### config.mk
export PLATFORM = sky130hd
export DESIGN_NAME = updown_sequencer
export DESIGN_NICKNAME = d
export VERILOG_FILES = /design/src/rtl/updown_sequencer.sv
export SDC_FILE = /design/constraint.sdc
export NUM_CORES = 1
export LEC_CHECK = 0
export CORE_AREA = 10 10 68 112
export CTS_CLUSTER_DIAMETER = 60
export DETAILED_ROUTE_END_ITERATION = 10
export DIE_AREA = 0 0 78 122
export GPL_TIMING_DRIVEN = 0
export PLACE_DENSITY_LB_ADDON = 0.12
export SLEW_MARGIN = 30
export SYNTH_ARGS = -nofsm -noshare
export SYNTH_HDL_FRONTEND = slang
export SYNTH_SLANG_ARGS = --single-unit
### constraint.sdc
create_clock -name clk -period 3.18 [get_ports clk]
set_input_delay 0.477 -clock clk [delete_from_list [all_inputs] [get_ports clk]]
set_output_delay 0.477 -clock clk [all_outputs]
set_load 0.05 [all_outputs]
### src/rtl/updown_sequencer.sv
// Programmable up/down/ping-pong/one-shot counter sequencer.
// A run is configured at start, counts between inclusive limits and stops
// after a set number of passes (or on stop). Every output is registered.
module updown_sequencer #(
    parameter int unsigned BITS = 4
) (
    input  logic            clk,
    input  logic            rst,
    input  logic            start,
    input  logic            stop,
    input  logic [1:0]      mode,
    input  logic [BITS-1:0] lo_lim,
    input  logic [BITS-1:0] hi_lim,
    input  logic [7:0]      passes,
    output logic [BITS-1:0] count,
    output logic            dir,
    output logic            busy,
    output logic            done,
    output logic            wrap,
    output logic            err
);

    localparam int unsigned PW = 8;
    localparam logic [1:0] MODE_UP   = 2'd0;
    localparam logic [1:0] MODE_DOWN = 2'd1;
    localparam logic [1:0] MODE_PP   = 2'd2;
    localparam logic [1:0] MODE_ONE  = 2'd3;

    typedef enum logic [1:0] {IDLE, UP, DOWN, DONE} state_t;

    state_t          state, state_nxt;
    logic [BITS-1:0] count_nxt;
    logic            dir_nxt, busy_nxt, done_nxt, wrap_nxt, err_nxt;
    logic [PW-1:0]   pass_cnt, pass_nxt;
    logic [1:0]      cfg_mode, mode_nxt;
    logic [BITS-1:0] cfg_lo, lo_nxt;
    logic [BITS-1:0] cfg_hi, hi_nxt;
    logic [PW-1:0]   cfg_passes, passes_nxt;
    logic [PW-1:0]   pass_inc;
    logic            last_pass;

    // Saturating pass increment and terminal-pass detection (0 = endless).
    assign pass_inc  = (pass_cnt == {PW{1'b1}}) ? pass_cnt : pass_cnt + PW'(1);
    assign last_pass = (cfg_passes != '0) && (pass_inc == cfg_passes);

    // State and output registers.
    always_ff @(posedge clk or negedge rst) begin
        if (!rst) begin
            state      <= IDLE;
            count      <= '0;
            dir        <= 1'b0;
            busy       <= 1'b0;
            done       <= 1'b0;
            wrap       <= 1'b0;
            err        <= 1'b0;
            pass_cnt   <= '0;
            cfg_mode   <= '0;
            cfg_lo     <= '0;
            cfg_hi     <= '0;
            cfg_passes <= '0;
        end else begin
            state      <= state_nxt;
            count      <= count_nxt;
            dir        <= dir_nxt;
            busy       <= busy_nxt;
            done       <= done_nxt;
            wrap       <= wrap_nxt;
            err        <= err_nxt;
            pass_cnt   <= pass_nxt;
            cfg_mode   <= mode_nxt;
            cfg_lo     <= lo_nxt;
            cfg_hi     <= hi_nxt;
            cfg_passes <= passes_nxt;
        end
    end

    // Next-state, count and pulse logic; stop outranks limit/pass events.
    always_comb begin
        state_nxt  = state;
        count_nxt  = count;
        dir_nxt    = dir;
        busy_nxt   = busy;
        done_nxt   = 1'b0;
        wrap_nxt   = 1'b0;
        err_nxt    = 1'b0;
        pass_nxt   = pass_cnt;
        mode_nxt   = cfg_mode;
        lo_nxt     = cfg_lo;
        hi_nxt     = cfg_hi;
        passes_nxt = cfg_passes;

        case (state)
            IDLE: begin
                if (start) begin
                    if (lo_lim > hi_lim) begin
                        err_nxt = 1'b1;
                    end else begin
                        mode_nxt   = mode;
                        lo_nxt     = lo_lim;
                        hi_nxt     = hi_lim;
                        passes_nxt = passes;
                        pass_nxt   = '0;
                        busy_nxt   = 1'b1;
                        if (mode == MODE_DOWN) begin
                            count_nxt = hi_lim;
                            dir_nxt   = 1'b1;
                            state_nxt = DOWN;
                        end else begin
                            count_nxt = lo_lim;
                            dir_nxt   = 1'b0;
                            state_nxt = UP;
                        end
                    end
                end
            end

            UP: begin
                if (stop) begin
                    state_nxt = IDLE;
                    busy_nxt  = 1'b0;
                end else if (cfg_lo == cfg_hi) begin
                    // Single-point range: every cycle is a full pass.
                    wrap_nxt = 1'b1;
                    pass_nxt = pass_inc;
                    if (cfg_mode == MODE_ONE || last_pass) begin
                        state_nxt = DONE;
                        done_nxt  = 1'b1;
                        busy_nxt  = 1'b0;
                    end
                end else if (count < cfg_hi) begin
                    count_nxt = count + BITS'(1);
                end else if (cfg_mode == MODE_PP) begin
                    state_nxt = DOWN;
                    dir_nxt   = 1'b1;
                    count_nxt = cfg_hi - BITS'(1);
                end else if (cfg_mode == MODE_ONE) begin
                    wrap_nxt  = 1'b1;
                    state_nxt = DONE;
                    done_nxt  = 1'b1;
                    busy_nxt  = 1'b0;
                end else begin
                    wrap_nxt = 1'b1;
                    pass_nxt = pass_inc;
                    if (last_pass) begin
                        state_nxt = DONE;
                        done_nxt  = 1'b1;
                        busy_nxt  = 1'b0;
                    end else begin
                        count_nxt = cfg_lo;
                    end
                end
            end

            DOWN: begin
                if (stop) begin
                    state_nxt = IDLE;
                    busy_nxt  = 1'b0;
                end else if (cfg_lo == cfg_hi) begin
                    wrap_nxt = 1'b1;
                    pass_nxt = pass_inc;
                    if (last_pass) begin
                        state_nxt = DONE;
                        done_nxt  = 1'b1;
                        busy_nxt  = 1'b0;
                    end
                end else if (count > cfg_lo) begin
                    count_nxt = count - BITS'(1);
                end else begin
                    wrap_nxt = 1'b1;
                    pass_nxt = pass_inc;
                    if (last_pass) begin
                        state_nxt = DONE;
                        done_nxt  = 1'b1;
                        busy_nxt  = 1'b0;
                    end else if (cfg_mode == MODE_PP) begin
                        state_nxt = UP;
                        dir_nxt   = 1'b0;
                        count_nxt = cfg_lo + BITS'(1);
                    end else begin
                        count_nxt = cfg_hi;
                    end
                end
            end

            DONE: begin
                state_nxt = IDLE;
                busy_nxt  = 1'b0;
            end

            default: state_nxt = IDLE;
        endcase
    end

endmodule

Word level (Yosys, flattened, before mapping)

Cells that the tools add are included.

Flip-flop bits (word level): 37
Bits in latches: 0
RAM bits: 0
Bits in read-only memories: 0
Input port bits: 22
Output and inout bits: 9
Word-level logic and storage cells: 155
Memories: 0

$add $sub $neg: 5
Multipliers: 0
Div/mod/pow operators: 0
Magnitude comparators: 3
Equality and inequality tests: 32
Shift-type cells: 0
Muxes and demuxes: 91
Bitwise operators: 1
Reduce and logical (&&, ||, !) cells: 11

Operators by type and width:

| kind                                                 | count |
|---|---|
| 2-to-1 mux 8 bit                                     | 11 |
| 2-to-1 mux 4 bit                                     | 14 |
| 2-to-1 mux 1 bit                                     | 44 |
| 2-to-1 mux 2 bit                                     | 15 |
| inequality test 4 bit (second input constant)        | 6 |
| one-hot mux 8 bit (3 select lines)                   | 1 |
| inequality test 2 bit (second input constant)        | 11 |
| inequality test 3 bit (second input constant)        | 5 |
| one-hot mux 4 bit (3 select lines)                   | 1 |
| AND reduction 12 bit                                 | 1 |
| AND reduction 6 bit                                  | 2 |
| AND reduction 10 bit                                 | 1 |
| AND reduction 9 bit                                  | 1 |
| adder 4 x 1 -> 4 bit (second input constant)         | 2 |
| adder 8 x 1 -> 8 bit (second input constant)         | 1 |
| equality test 2 bit (second input constant)          | 4 |
| equality test 8 bit                                  | 1 |
| equality test 8 bit (second input constant)          | 1 |
| greater-than comparator 4 bit                        | 2 |
| one-hot mux 2 bit (4 select lines)                   | 1 |
| nonzero test 8 bit                                   | 1 |
| subtractor 4 x 1 -> 4 bit (second input constant)    | 2 |
| inequality test 5 bit (second input constant)        | 1 |
| equality test 2 x 1 -> 1 bit (second input constant) | 2 |
| 11 further kinds                                     | 12 |

Logic depth before layout (Yosys ltp)

Depth after elaboration: 11
Gate-level depth with buffers: 12
Gate-level depth less buffers: 10

Worst setup path after synthesis

Ideal clock, no wire load.

Kind: reg2reg
From: reg pass_cnt[0]
To: reg dir
Setup time: 0.125 ns
Arrival: 2.466 ns
Required time: 3.055 ns
Path slack: 0.589 ns
Cell stages (with the launch flop): 11
Buffers on the path: 1
Period minus slack after synthesis: 2.591 ns
Path through: dfrtp_1 > ha_1 > and4_1 > buf_4 > a2111oi_4 > mux2i_1 > nor4_2 > nand4_2 > a31oi_1 > nor3b_1 > mux2_4

Cells in the longest elaborated chain, start to end: 6
Elaborated cells between the ends (all ways): 7
Classes of those cells: add/sub (1); eq/ne (3); mux (1); reduce/logical (2)

RTL lines:

| item                                                        | line | source |
|---|---|---|
| from (decl)                                                 | 34   | `logic [PW-1:0] pass_cnt, pass_nxt;` |
| from (signal assigned)                                      | 69   | `pass_cnt <= pass_nxt;` |
| adder 8 x 1 -> 8 bit or equality test 8 bit (tied branches) | 43   | `assign pass_inc = (pass_cnt == {PW{1'b1}}) ? pass_cnt : pass_cnt + PW'(1);` |
| 2-to-1 mux 8 bit *                                          | 43   |  |
| equality test 8 bit *                                       | 44   | `assign last_pass = (cfg_passes != '0) && (pass_inc == cfg_passes);` |
| logical AND 1 bit *                                         | 44   |  |
| inequality test 2 bit (no line) *                           | --   |  |
| AND reduction 12 bit (no line) *                            | --   |  |
| to (signal assigned)                                        | 64   | `dir <= dir_nxt;` |
| to (decl)                                                   | 16   | `output logic dir,` |

Mark *: on every way between the ends. The rest lies on a longest branch, timed or not.
A chain may end at the register's enable or synchronous reset.

Worst setup path in the final report

From: in hi_lim[1]
To: reg count[1]

Cells in the longest elaborated chain, start to end: 4
Elaborated cells between the ends (all ways): 7
Classes of those cells: order compare (1); eq/ne (1); mux (4); reduce/logical (1)

RTL lines:

| item                                                                  | line | source |
|---|---|---|
| from (decl)                                                           | 13   | `input logic [BITS-1:0] hi_lim,` |
| branches (longest 4 deep; another with greater-than comparator 4 bit) | --   |  |
| to (signal assigned)                                                  | 63   | `count <= count_nxt;` |
| to (decl)                                                             | 15   | `output logic [BITS-1:0] count,` |

Parallel ways; which one is timed is not known. The select of a mux whose other input is x is not followed.

==> insert_results.sql <==
INSERT INTO impl_metrics (metric_group, metric, value, unit) VALUES
('detailed_routing', 'first_iter_violations', '127', ''),
('die', 'io-pin-count', '31', ''),
('synth', 'ys_seq_elements', '37', ''),
('worst_setup_path', 'timing.setup.critical_path_class', 'input pin to register', ''),
('cells_and_area', 'final_layout_size_suffix_gt1_share', '11.1', '%'),
('synth', 'async_reset_ff_share', '100', '%'),
('grt', 'grt_pass1_wl', '13.6', 'mm'),
('die', 'initial_core_util', '52.2', '%'),
('worst_setup_path', 'worst_setup_path_start_kind', 'input pin', ''),
('worst_setup_path', 'critPathMaxStageDelay', '0.49', 'ns'),
('die', 'die-width', '78', 'µm'),
('cells_and_area', 'diodes', '0', ''),
('detailed_routing', 'totalWireLength', '8.22', 'mm'),
('timing', 'fmaxAchievable', '331', 'MHz'),
('worst_setup_path', 'critical_path.slowest_cell', 'clkdlybuf4s50_1', ''),
('timing', 'rsz0062_at_grt', 'no', ''),
('die', 'fp.dieArea', '9520', 'µm²'),
('timing', 'finalSetupViolations', '0', ''),
('placement', 'hpwl', '6.51', 'mm'),
('min_path', 'hp-class', 'input pin to asynchronous set/reset pin', ''),
('clock_tree', 'clock-root-buffer', 'clkbuf_8', ''),
('synth', 'synth_top_area_share', '30.7', '%'),
('timing', 'hold_slack', '0.0505', 'ns'),
('synth', 'synth.net_count', '391', ''),
('timing', 'timing.setup.tns', '0', 'ns'),
('detailed_routing', 'wl_per_cell', '17.6', 'µm'),
('clock_tree', 'clock_tree_from_tritoncts', 'done', ''),
('synth', 'synth-edff-count', '0', ''),
('worst_setup_path', 'worstPathMaxFanout', '8', ''),
('worst_setup_path', 'critPathRequiredTime', '3.43', 'ns'),
('worst_setup_path', 'critical_path.top_delay_family', 'compound AO/OA/AOI/OAI gates', ''),
('clock_tree', 'cts_max_path_buffers', '2', ''),
('detailed_routing', 'ant_nets', '0', ''),
('synth', 'synthesis.area', '3020', 'µm²'),
('synth', 'synth_area_leaders', 'dfrtp_1 31%, ha_1 8.7%, mux2_2 5.6%', ''),
('clock_tree', 'clock_sink_count', '37', ''),
('cells_and_area', 'most_frequent_cells_in_the_layout', '37 x dfrtp_1, 33 x nand2_1, 29 x clkdlybuf4s50_1', ''),
('die', 'number_of_placement_rows', '37', ''),
('die', 'core-area', '5790', 'µm²'),
('worst_setup_path', 'cp_arrival', '3.27', 'ns'),
('power', 'power_per_cell_area', '1020', 'nW/µm²'),
('die', 'die-height', '122', 'µm'),
('timing', 'finalCriticalPeriod', '3.02', 'ns'),
('synth', 'syn_area_per_cell', '8.68', 'µm²'),
('worst_setup_path', 'timing.critical_path.buf_inv', '2', ''),
('cells_and_area', 'commonest_non_fill_non_tap_cell_in_the_layout', 'dfrtp_1', ''),
('clock_tree', 'worst_setup_hold_path_clk_slew', '0.08', 'ns'),
('power', 'vdd_drop_max', '0.543', 'mV'),
('synth', 'synth.distinct_cells', '57', ''),
('worst_setup_path', 'worstPathCellList', 'clkdlybuf4s50_1 > inv_1 > ha_1 > nor2b_1 > o21a_1 > o21a_1 > o221ai_1 > nor2b_1 > o221ai_4 > a221oi_1 > a21o_1', ''),
('timing', 'maxSlewHeadroom', '61.0', '%'),
('power', 'power.leakage', '1.52', 'nW'),
('timing', 'period_share', '95.1', '%'),
('synth', 'synth_ff_type', 'dfrtp_1', ''),
('detailed_routing', 'num_vias', '2740', ''),
('cells_and_area', 'final_net_count', '432', ''),
('timing', 'finalHoldViolations', '0', ''),
('timing', 'actual_transition_at_the_worst_max_transition_pin', '0.586', 'ns'),
('power', 'pnr_total_power', '0.00364', 'W'),
('worst_setup_path', 'setup.worst_path.end_class', 'register', ''),
('clock_tree', 'cts-hold-fix-buffers', '0', ''),
('synth', 'seq_area_frac_synth', '30.7', '%'),
('grt', 'grt_start_max_net_pins', '27', ''),
('detailed_routing', 'post-route-drc-count', '0', ''),
('grt', 'antenna_found_initial', '0', ''),
('synth', 'yosysTopAreaCell', 'dfrtp_1', ''),
('job', 'max_cap_violations', '0', ''),
('placement', 'buffers_on_ports', '30', ''),
('grt', 'grt_pass1_vias', '2783', ''),
('grt', 'grt.total_usage', '18.0', '%'),
('timing', 'finClkSkew', '0.00628', 'ns'),
('clock_tree', 'insertion_delay', '0.30', 'ns'),
('clock_tree', 'max_h_tree_level', '2', ''),
('cells_and_area', 'syn_to_final_growth', '17.5', '%'),
('synth', 'netlist_instances', '348', ''),
('synth', 'ys_warn_count', '0', ''),
('detailed_routing', 'drtPass1Iterations', '4', ''),
('grt', 'grt_overflow', '0', ''),
('clock_tree', 'tritoncts.num_buffers', '5', ''),
('timing', 'slew_violations', '0', ''),
('placement', 'gpl.final_weighted_congestion', '0.884', ''),
('run_status', 'status', 'completed', ''),
('detailed_routing', 'detail_route.vias_per_cell', '5.87', '');
-- routing by layer --
| layer | part of all wire (%) | GRT usage (%) | vias to the layer above |
|---|---|---|---|
| li1 | - | - | 1355 |
| met1 | 36 | 16.9 | 1313 |
| met2 | 58 | 35.0 | 53 |
| met3 | 2.6 | 3.32 | 19 |
| met4 | 3.6 | 10.4 | 0 |
| met5 | 0 | 0 | - |
-- cell families after synthesis --
group	after synthesis	share of synthesized area, %
adders and majority gates	21	8.70
muxes	21	7.75
AOI/OAI and AO/OA	107	24.5
xor gates and xnor gates	15	4.35
and+or+nand+nor	105	17.6
DFF	37	30.7
buffers and inverters	42	6.42
-- where the power goes --
group	internal, W	total (W)	switching [W]
clock network	0.000171	0.000350	0.000179
registers	0.000661	0.000935	0.000274
logic	0.000978	0.00235	0.00137
total	0.00181	0.00364	0.00183
-- worst paths after layout --
path | cells past startpoint | start | endpoint | slack [ns]
max | 11 | hi_lim[1] | count[1] | 0.16
min | 1 | rst | err | 0.05
max reg2reg | 10 | pass_cnt[0] | count[1] | 0.24
min reg2reg | 1 | dir | dir | 0.52
max in group asynchronous | 2 | rst | state[1] | 2.68
min in group clk | 1 | dir | dir | 0.52
-- stage by stage --
stage,instances,area [µm²],worst slack [ns],util (%)
2_1_floorplan,348,3020,0.589,-
3_3_place_gp,456,3420,-0.241,59.0
3_5_place_dp,457,3430,-0.259,59.3
4_1_cts,464,3520,0.0692,60.9
5_1_grt,467,3550,0.0229,61.3
6_report,467,3550,0.155,61.3
-- state kept, by name (all words and copies together), names as in the netlist, 2 cells and up --
register,count
cfg_passes,8
pass_cnt,8
cfg_mode,2
cfg_lo,4
state,2
cfg_hi,4
count,4
-- repair_timing --
action	CTS	global route
buffers inserted	0	3
resized for setup	0	3
endpoints found under the setup margin	0	12
-- synth_stat cells, types with 5 or more instances --
cell type / count
dfrtp_1: 37
nand2_1: 33
a21oi_1: 27
inv_1: 22
ha_1: 21
nor2_1: 20
o21ai_0: 20
mux2_2: 15
clkbuf_1: 12
nand2b_1: 9
nand3_1: 9
nor3_1: 9
a31oi_1: 8
o211ai_1: 8
xnor2_1: 8
xor2_1: 7
a21o_1: 5
mux2i_1: 5
nand4_1: 5
nor2b_1: 5
o21a_1: 5
-- cell type report --
class / instances / area [µm²]
timing repair buffer: 34 / 338
fill: 546 / 2240
clock inverter: 1 / 7.51
inverter: 22 / 82.6
buffer: 20 / 113
multi-input combinational: 269 / 1900
clock buffer: 6 / 82.6
sequential: 37 / 926
tap: 78 / 97.6
Power figures use the tool's default switching activity.
